**src/rtl/pc_sequencer.sv**
```systemverilog
// Program counter and fetch/execute controller: one instruction per cycle in RUN,
// halt/single-step pauses released by a debounced push button, sticky fault on illegal address.
module pc_sequencer #(
  parameter int ADDR_W          = 12,
  parameter int INST_W          = 16,
  parameter int MEM_DEPTH       = 64,
  parameter int DEBOUNCE_CYCLES = 4
) (
  input  logic              clk,
  input  logic              rst_n,
  input  logic              button,
  input  logic              step_mode,
  input  logic [INST_W-1:0] instr,
  input  logic              alu_zero,
  output logic [ADDR_W-1:0] pc,
  output logic              exec_en,
  output logic              eq_flag,
  output logic              halted,
  output logic              fault
);

  localparam int               CNT_W   = (DEBOUNCE_CYCLES > 2) ? $clog2(DEBOUNCE_CYCLES) : 1;
  localparam logic [CNT_W-1:0] CNT_MAX = CNT_W'(DEBOUNCE_CYCLES - 1);
  localparam logic [ADDR_W:0]  DEPTH   = (ADDR_W + 1)'(MEM_DEPTH);

  localparam logic [3:0] OP_HALT = 4'b0000;
  localparam logic [3:0] OP_JMP  = 4'b0010;
  localparam logic [3:0] OP_JNE  = 4'b0011;
  localparam logic [3:0] OP_JE   = 4'b0100;
  localparam logic [3:0] OP_CMP  = 4'b1000;

  typedef enum logic [1:0] {S_RUN, S_HALT, S_STEP_WAIT, S_FAULT} state_t;

  state_t            r_state, w_state_n;
  logic [ADDR_W-1:0] r_pc, w_pc_n, w_next_pc, w_pc_inc, w_target;
  logic              r_eq, w_eq_n;
  logic              r_halted, r_fault, w_exec;
  logic              r_sync1, r_sync2, r_db_level, r_db_prev;
  logic [CNT_W-1:0]  r_cnt;
  logic              w_press, w_next_bad, w_inc_bad;
  logic [3:0]        w_opcode;
  logic              w_unused_instr;

  assign w_opcode       = instr[INST_W-1:INST_W-4];
  assign w_target       = {{(ADDR_W-6){1'b0}}, instr[5:0]};
  assign w_unused_instr = ^instr[INST_W-5:6];
  assign w_pc_inc       = r_pc + ADDR_W'(1);
  assign w_press        = r_db_level & ~r_db_prev;

  // Branches resolve against the flag as it stood before this edge.
  always_comb begin
    w_next_pc = w_pc_inc;
    case (w_opcode)
      OP_JMP:  w_next_pc = w_target;
      OP_JE:   if (r_eq)  w_next_pc = w_target;
      OP_JNE:  if (!r_eq) w_next_pc = w_target;
      default: w_next_pc = w_pc_inc;
    endcase
  end

  assign w_next_bad = ({1'b0, w_next_pc} >= DEPTH);
  assign w_inc_bad  = ({1'b0, w_pc_inc} >= DEPTH);

  always_comb begin
    w_state_n = r_state;
    w_pc_n    = r_pc;
    w_eq_n    = r_eq;
    w_exec    = 1'b0;
    case (r_state)
      S_RUN: begin
        w_exec = (w_opcode != OP_HALT);
        if (w_opcode == OP_HALT) begin
          w_state_n = S_HALT;
        end else begin
          if (w_opcode == OP_CMP) w_eq_n = alu_zero;
          if (w_next_bad) begin
            w_state_n = S_FAULT;
          end else begin
            w_pc_n    = w_next_pc;
            w_state_n = step_mode ? S_STEP_WAIT : S_RUN;
          end
        end
      end
      S_HALT: begin
        if (w_press) begin
          if (w_inc_bad) begin
            w_state_n = S_FAULT;
          end else begin
            w_pc_n    = w_pc_inc;
            w_state_n = S_RUN;
          end
        end
      end
      S_STEP_WAIT: if (w_press) w_state_n = S_RUN;
      default:     w_state_n = S_FAULT;
    endcase
  end

  always_ff @(posedge clk or negedge rst_n) begin
    if (!rst_n) begin
      r_state  <= S_RUN;
      r_pc     <= '0;
      r_eq     <= 1'b0;
      r_halted <= 1'b0;
      r_fault  <= 1'b0;
    end else begin
      r_state  <= w_state_n;
      r_pc     <= w_pc_n;
      r_eq     <= w_eq_n;
      r_halted <= (w_state_n == S_HALT) || (w_state_n == S_STEP_WAIT);
      r_fault  <= (w_state_n == S_FAULT);
    end
  end

  // Two-flop synchronizer, then a level only accepted after enough stable samples.
  always_ff @(posedge clk or negedge rst_n) begin
    if (!rst_n) begin
      r_sync1    <= 1'b0;
      r_sync2    <= 1'b0;
      r_db_level <= 1'b0;
      r_db_prev  <= 1'b0;
      r_cnt      <= '0;
    end else begin
      r_sync1   <= button;
      r_sync2   <= r_sync1;
      r_db_prev <= r_db_level;
      if (r_sync2 == r_db_level) begin
        r_cnt <= '0;
      end else if (r_cnt == CNT_MAX) begin
        r_db_level <= r_sync2;
        r_cnt      <= '0;
      end else begin
        r_cnt <= r_cnt + CNT_W'(1);
      end
    end
  end

  assign pc      = r_pc;
  assign exec_en = w_exec;
  assign eq_flag = r_eq;
  assign halted  = r_halted;
  assign fault   = r_fault;

endmodule
```
**config.mk**
```make
export PLATFORM = sky130hd
export DESIGN_NAME = pc_sequencer
export DESIGN_NICKNAME = d
export VERILOG_FILES = /design/src/rtl/pc_sequencer.sv
export SDC_FILE = /design/constraint.sdc
export NUM_CORES = 1
export LEC_CHECK = 0
export BUFFER_PORTS_ARGS = -buffer_cell sky130_fd_sc_hd__buf_2
export CAP_MARGIN = 20
export CORE_AREA = 4 4 52 64
export CTS_BUF_LIST = sky130_fd_sc_hd__clkbuf_4
export CTS_CLUSTER_DIAMETER = 50
export DETAILED_ROUTE_END_ITERATION = 10
export DIE_AREA = 0 0 56 68
export PLACE_DENSITY = 0.75
export SLEW_MARGIN = 20
export SYNTH_ARGS = -nofsm -noshare
export SYNTH_HDL_FRONTEND = slang
export SYNTH_SLANG_ARGS = --single-unit
```
**constraint.sdc**
```tcl
create_clock -name clk -period 2.26 [get_ports clk]
set_clock_uncertainty 0.2 [all_clocks]
set_input_delay 0.339 -clock clk [delete_from_list [all_inputs] [get_ports clk]]
set_output_delay 0.339 -clock clk [all_outputs]
set_load 0.02 [all_outputs]
```
# Word level (Yosys, flattened, before mapping)
# Cells that the tools add are included.
# op_classes
addsub	2
n_lt_le_gt_ge	2
eq_ne	15
muxes	18
bitwise	4
reduce_logical	8
# ops
cell	n
2-to-1 mux 12 bit	6
one-hot mux 12 bit (3 select lines)	1
>= comparator 12 x 7 -> 1 bit (second input constant)	2
one-hot mux 12 bit (2 select lines)	1
2-to-1 mux 2 bit	8
adder 12 x 1 -> 12 bit (second input constant)	1
== test 2 bit (second input constant)	4
== test 4 x 2 -> 1 bit (second input constant)	2
!= test 2 bit (second input constant)	4
one-hot mux 2 bit (3 select lines)	1
AND reduction 5 bit	1
== test 2 x 1 -> 1 bit (second input constant)	2
== test 4 x 3 -> 1 bit (second input constant)	1
== test 4 bit (second input constant)	1
logical NOT 4 bit	1
nonzero test 4 bit	1
inverter 1 bit	3
AND reduction 3 bit	1
adder 2 x 1 -> 2 bit (second input constant)	1
logical NOT 2 bit	1
AND reduction 2 bit	1
nonzero test 2 bit	1
bitwise AND 1 bit	1
== test 1 bit	1
2 further kinds	2
# totals
register_bits	23
input_bits	21
output_inout_bits	16
wordCells	59

# Longest topological paths before layout
# depth
depth_word	9
depth_mapped	8

# Worst setup path after synthesis
# No wires, ideal clock.
# synth_path
path_type	register to register
start	register r_pc[0] (netlist: pc[0])
end	register r_pc[1] (netlist: pc[1])
setup_time_ns	0.125
arrival_ns	2.194
required_ns	1.935
path_slack_ns	-0.259
path_stages_with_launch	8
n_path_buf	0
synth_period_minus_slack_ns	2.519
path_cell_list	dfrtp_1 ha_1 and4_4 a211o_1 a211oi_1 nand4_2 o21a_4 mux2_4
# synth_between
elab_chain_cells	6
word_cells_on_any_way	14
# synth_rtl
element	line_no	rtl
start, declared	35	logic [ADDR_W-1:0] r_pc, w_pc_n, w_next_pc, w_pc_inc, w_target;
start signal, assigned	108	r_pc <= w_pc_n;
adder 12 x 1 -> 12 bit *	47	assign w_pc_inc = r_pc + ADDR_W'(1);
2-to-1 mux 12 bit (on tied branches)	56, 55	
one-hot mux 12 bit (3 select lines)	53	case (w_opcode)
>= comparator 12 x 7 -> 1 bit / 2-to-1 mux 12 bit (equally long branches)	61, 76	
!= test 2 bit (no line) / 2-to-1 mux 12 bit (equally long branches)	-	
AND reduction 5 bit (no line) / one-hot mux 12 bit (2 select lines) (equally long branches)	-	
# Every way passes the cells marked *; elsewhere a longest branch is shown, timed or not. The select of a mux whose other input is x is not followed.
# A chain may end at the register's enable or synchronous reset.

# Worst setup path in the final report
# layout_path
start	register r_pc[1] (netlist: pc[1])
end	register r_pc[1] (netlist: pc[1])
# The elaborated chain is that of the path after synthesis.

==> metrics.md <==
| Metric | Value |
|---|---|
| Cell count after synthesis | `118` |
| Buf/Inv on CP | `0` |
| FF-to-FF path depth | `7` |
| Routed WL | `3284 µm` |
| Mapped Area | `1264 µm²` |
| Synth area leader | `dfrtp_1` |
| Layout cell share with drive strength beyond 1 | `52.54%` |
| Asr flop ratio synth | `between 90% and 100%` |
| Root buf cell | `clkbuf_4` |
| P_leak | `0.8091 nW` |
| Arr. time, crit path | `2370 ps` |
| Status | `complete, but fails checks` |
| Critical Path RT | `about 2300 ps` |
| HPWL Detailed | `approximately 2400 µm` |
| Power per cell area | `436.4 nW/µm²` |
| Reg clk slew, reported paths | `120 ps` |
| Max incr delay on CP | `460 ps` |
| Fin crit share | `104.4%` |
| Delay-heaviest family, CP | `compound AO/OA/AOI/OAI gates` |
| Initial core utilization | `46.25%` |
| RSZ-0062 raised after global routing | `yes` |
| Synthesized area per cell | `10.71 µm²` |
| Drt first pass iters | `4` |
| Worst slew pin tran | `525.3 ps` |
| Crit Path Category | `register to register` |
| CTS Buffer Depth | `2` |
| Crit end category | `register` |
| Vias | `1216` |
| Final count of pins violating max slew | `0` |
| Vias in the first global route | `1194` |
| Maximum VDD drop | `approximately 0.00054 V` |
| Port Buffers | `30` |
| Hold Crit Class | `input pin to register` |
| Area grow syn2layout | `40.10%` |
| DR vias/cell | `5.763` |
| Worst Hold End | `eq_flag` |
| Worst path slowest cell | `dfrtp_2` |
| Fill cells | `225` |
| Syn Nets | `142` |
| Clk sinks | `23` |
| Io pins | `37` |
| H-tree depth | `1` |
| Std-Cell Rows | `21` |
| R2r startpoint | `pc[1]` |
| Startpoint types | `register` |
| Worst r2r dst | `pc[1]` |
| Min Tclk post-route | `between 2000 and 2500 ps` |
| Initial antenna violation count | `0` |
| Sequential element share of the synthesized area | `45.54%` |
| Synth warn | `0` |
| CTS tree | `yes` |
| Final Net Count | `202` |
| Ys flop type | `dfrtp_1` |
| Fin. Hold Viols | `0` |
| Final number of setup-violating endpoints | `13` |
| Antenna viol nets, final | `0` |
| Die width | `~56 µm` |
| Hold_ws | `71.34 ps` |
| Largest net degree at the start of global routing | `24` |
| Grt ovf | `0` |
| Cell variety after synth | `between 40 and 50` |
| Failing checks | `negative setup slack` |
| Wirelength per Cell | `15.56 µm` |
| Main area contributors after synthesis | `dfrtp_1, mux2_2, nor3_1` |
| Core area | `2733 µm²` |
| Area fraction of the dominant cell type after synthesis | `45.54%` |
| Overall routing resource usage | `17.80%` |
| Max-cap violations | `0` |
| Slack of the worst reg-to-reg path | `-100 ps` |
| Cts bufs inserted | `3` |
| Worst Hold Launch | `alu_zero` |
| Fmax | `423.7 MHz` |
| #FFs+latches synth | `23` |
| Crit path max fanout | `5` |
| First-pass GRT wire length | `roughly 5300 µm` |
| Chip Height | `68 µm` |
| GP Congestion | `0.8563` |
| EDFF count, synth | `0` |
| Max-slew headroom | `64.98%` |
| Final worst slack | `-99.89 ps` |
| Skew-Pair Late Insertion Delay | `310 ps` |
| Die area | `3808 µm²` |
| Overall Power | `0.7726 mW` |
| Hold depth | `2` |
| ANT cells | `0` |
| # DRC | `0` |
| Crit-path cells | `ha_4 -> and4_4 -> a211o_1 -> a211oi_2 -> nand4_2 -> o21a_4 -> mux2_4` |
| DRT iter0 DRCs | `55` |
## sequential cells by signal, summed over array words and instances (netlist names)
| register | count |
|---|---|
| pc | 12 |
| r_cnt | 2 |
| r_state | 2 |
| eq_flag | 1 |
| fault | 1 |
| halted | 1 |
| r_db_level | 1 |
| r_db_prev | 1 |
| r_sync1 | 1 |
| r_sync2 | 1 |
## synth_stat cells (all sizes together), types with 2 or more instances
cell	number
and3	2
nand4	3
nor4	2
inv	3
nand3	3
nor3b	2
xnor2	2
nor2b	2
and2	6
o32a	2
o221ai	2
a21oi	2
nor3	8
a211oi	2
nand2	8
o21ai	7
and4	2
a31oi	4
ha	3
nor2	8
mux2	5
dfrtp	23
## power by group
part | internal [mW] | switching [mW] | total [mW]
Combinational | 0.0592 | 0.0585 | 0.118
Sequential | 0.447 | 0.0209 | 0.468
Clock | 0.0662 | 0.120 | 0.186
## how the worst max path moves through the flow
stage | from | to | cells after the start
finish | pc[1] | pc[1] | 7
global route | pc[0] | pc[1] | 7
CTS | pc[1] | pc[1] | 7
detailed placement | pc[1] | pc[1] | 7
global placement | pc[1] | halted | 8
floorplan | pc[0] | pc[1] | 7
## repair_timing
item                                   4_1_cts  5_1_grt
hold buffers                                 2        0
endpoints found under the hold margin       24        0
setup buffers                                1        0
resized for setup                            7       11
pin swaps                                   11        6
setup endpoints to repair                   13       15
## layer usage
metal  part of all wire (%)  routed length (µm)  vias to the layer above  global-route usage (%)
met4                    1.0                  34                        0                   6.231
met1                     38                1232                      610                   19.88
met2                     56                1847                       35                   33.92
li1                       -                   -                      567                       -
met3                    5.2                 170                        4                   3.396
met5                      0                   0                        -                       0
## cell usage in the layout, fill, tap and decap left out, drive strengths merged, types with 2 or more instances in the layout
cell type,count
dlygate4sd3,2
nand4,3
o32a,2
dfrtp,23
nand3,3
and4,2
nor4,2
a211oi,2
and2,6
nor3,8
o221ai,2
nor3b,2
a31oi,4
buf,55
and3,2
inv,3
a21oi,2
nor2b,2
clkbuf,3
mux2,5
nor2,8
ha,3
nand2,8
o21ai,7
xnor2,2
## area by class of cell
cell class	count	area (µm²)	area share (%)
Inverter	3	11.26	0.6360
Timing Repair Buffer	57	374.1	21.13
Multi-Input combinational cell	90	733.2	41.41
Tap cell	34	42.54	2.403
Clock buffer	3	22.52	1.272
Sequential cell	23	581.8	32.86
Clock inverter	1	5.005	0.2827
## metrics by stage
step	util, %	setup WS [ps]	TNS (ps)	area, µm²	std cells
after CTS	62.87	-51.21	-217.5	1718	211
after global placement	60.30	-32.28	-67.35	1648	204
after global routing	64.79	-189.3	-2173	1770	211
after floorplan	-	-56.13	-341.2	1286	118
after detailed placement	60.30	-62.07	-433.3	1648	204
final	64.79	-99.89	-685.4	1770	211
## logic make-up after synthesis
logic type | Yosys count | share of synthesized area, %
xor gates and xnor gates | 3 | 2.080
muxes | 6 | 5.544
buffers and inverters | 5 | 2.772
DFF | 23 | 45.54
and+or+nand+nor | 51 | 23.27
adders and majority gates | 3 | 2.971
AOI/OAI and AO/OA | 27 | 17.82
(Power assumes the default switching activity.)
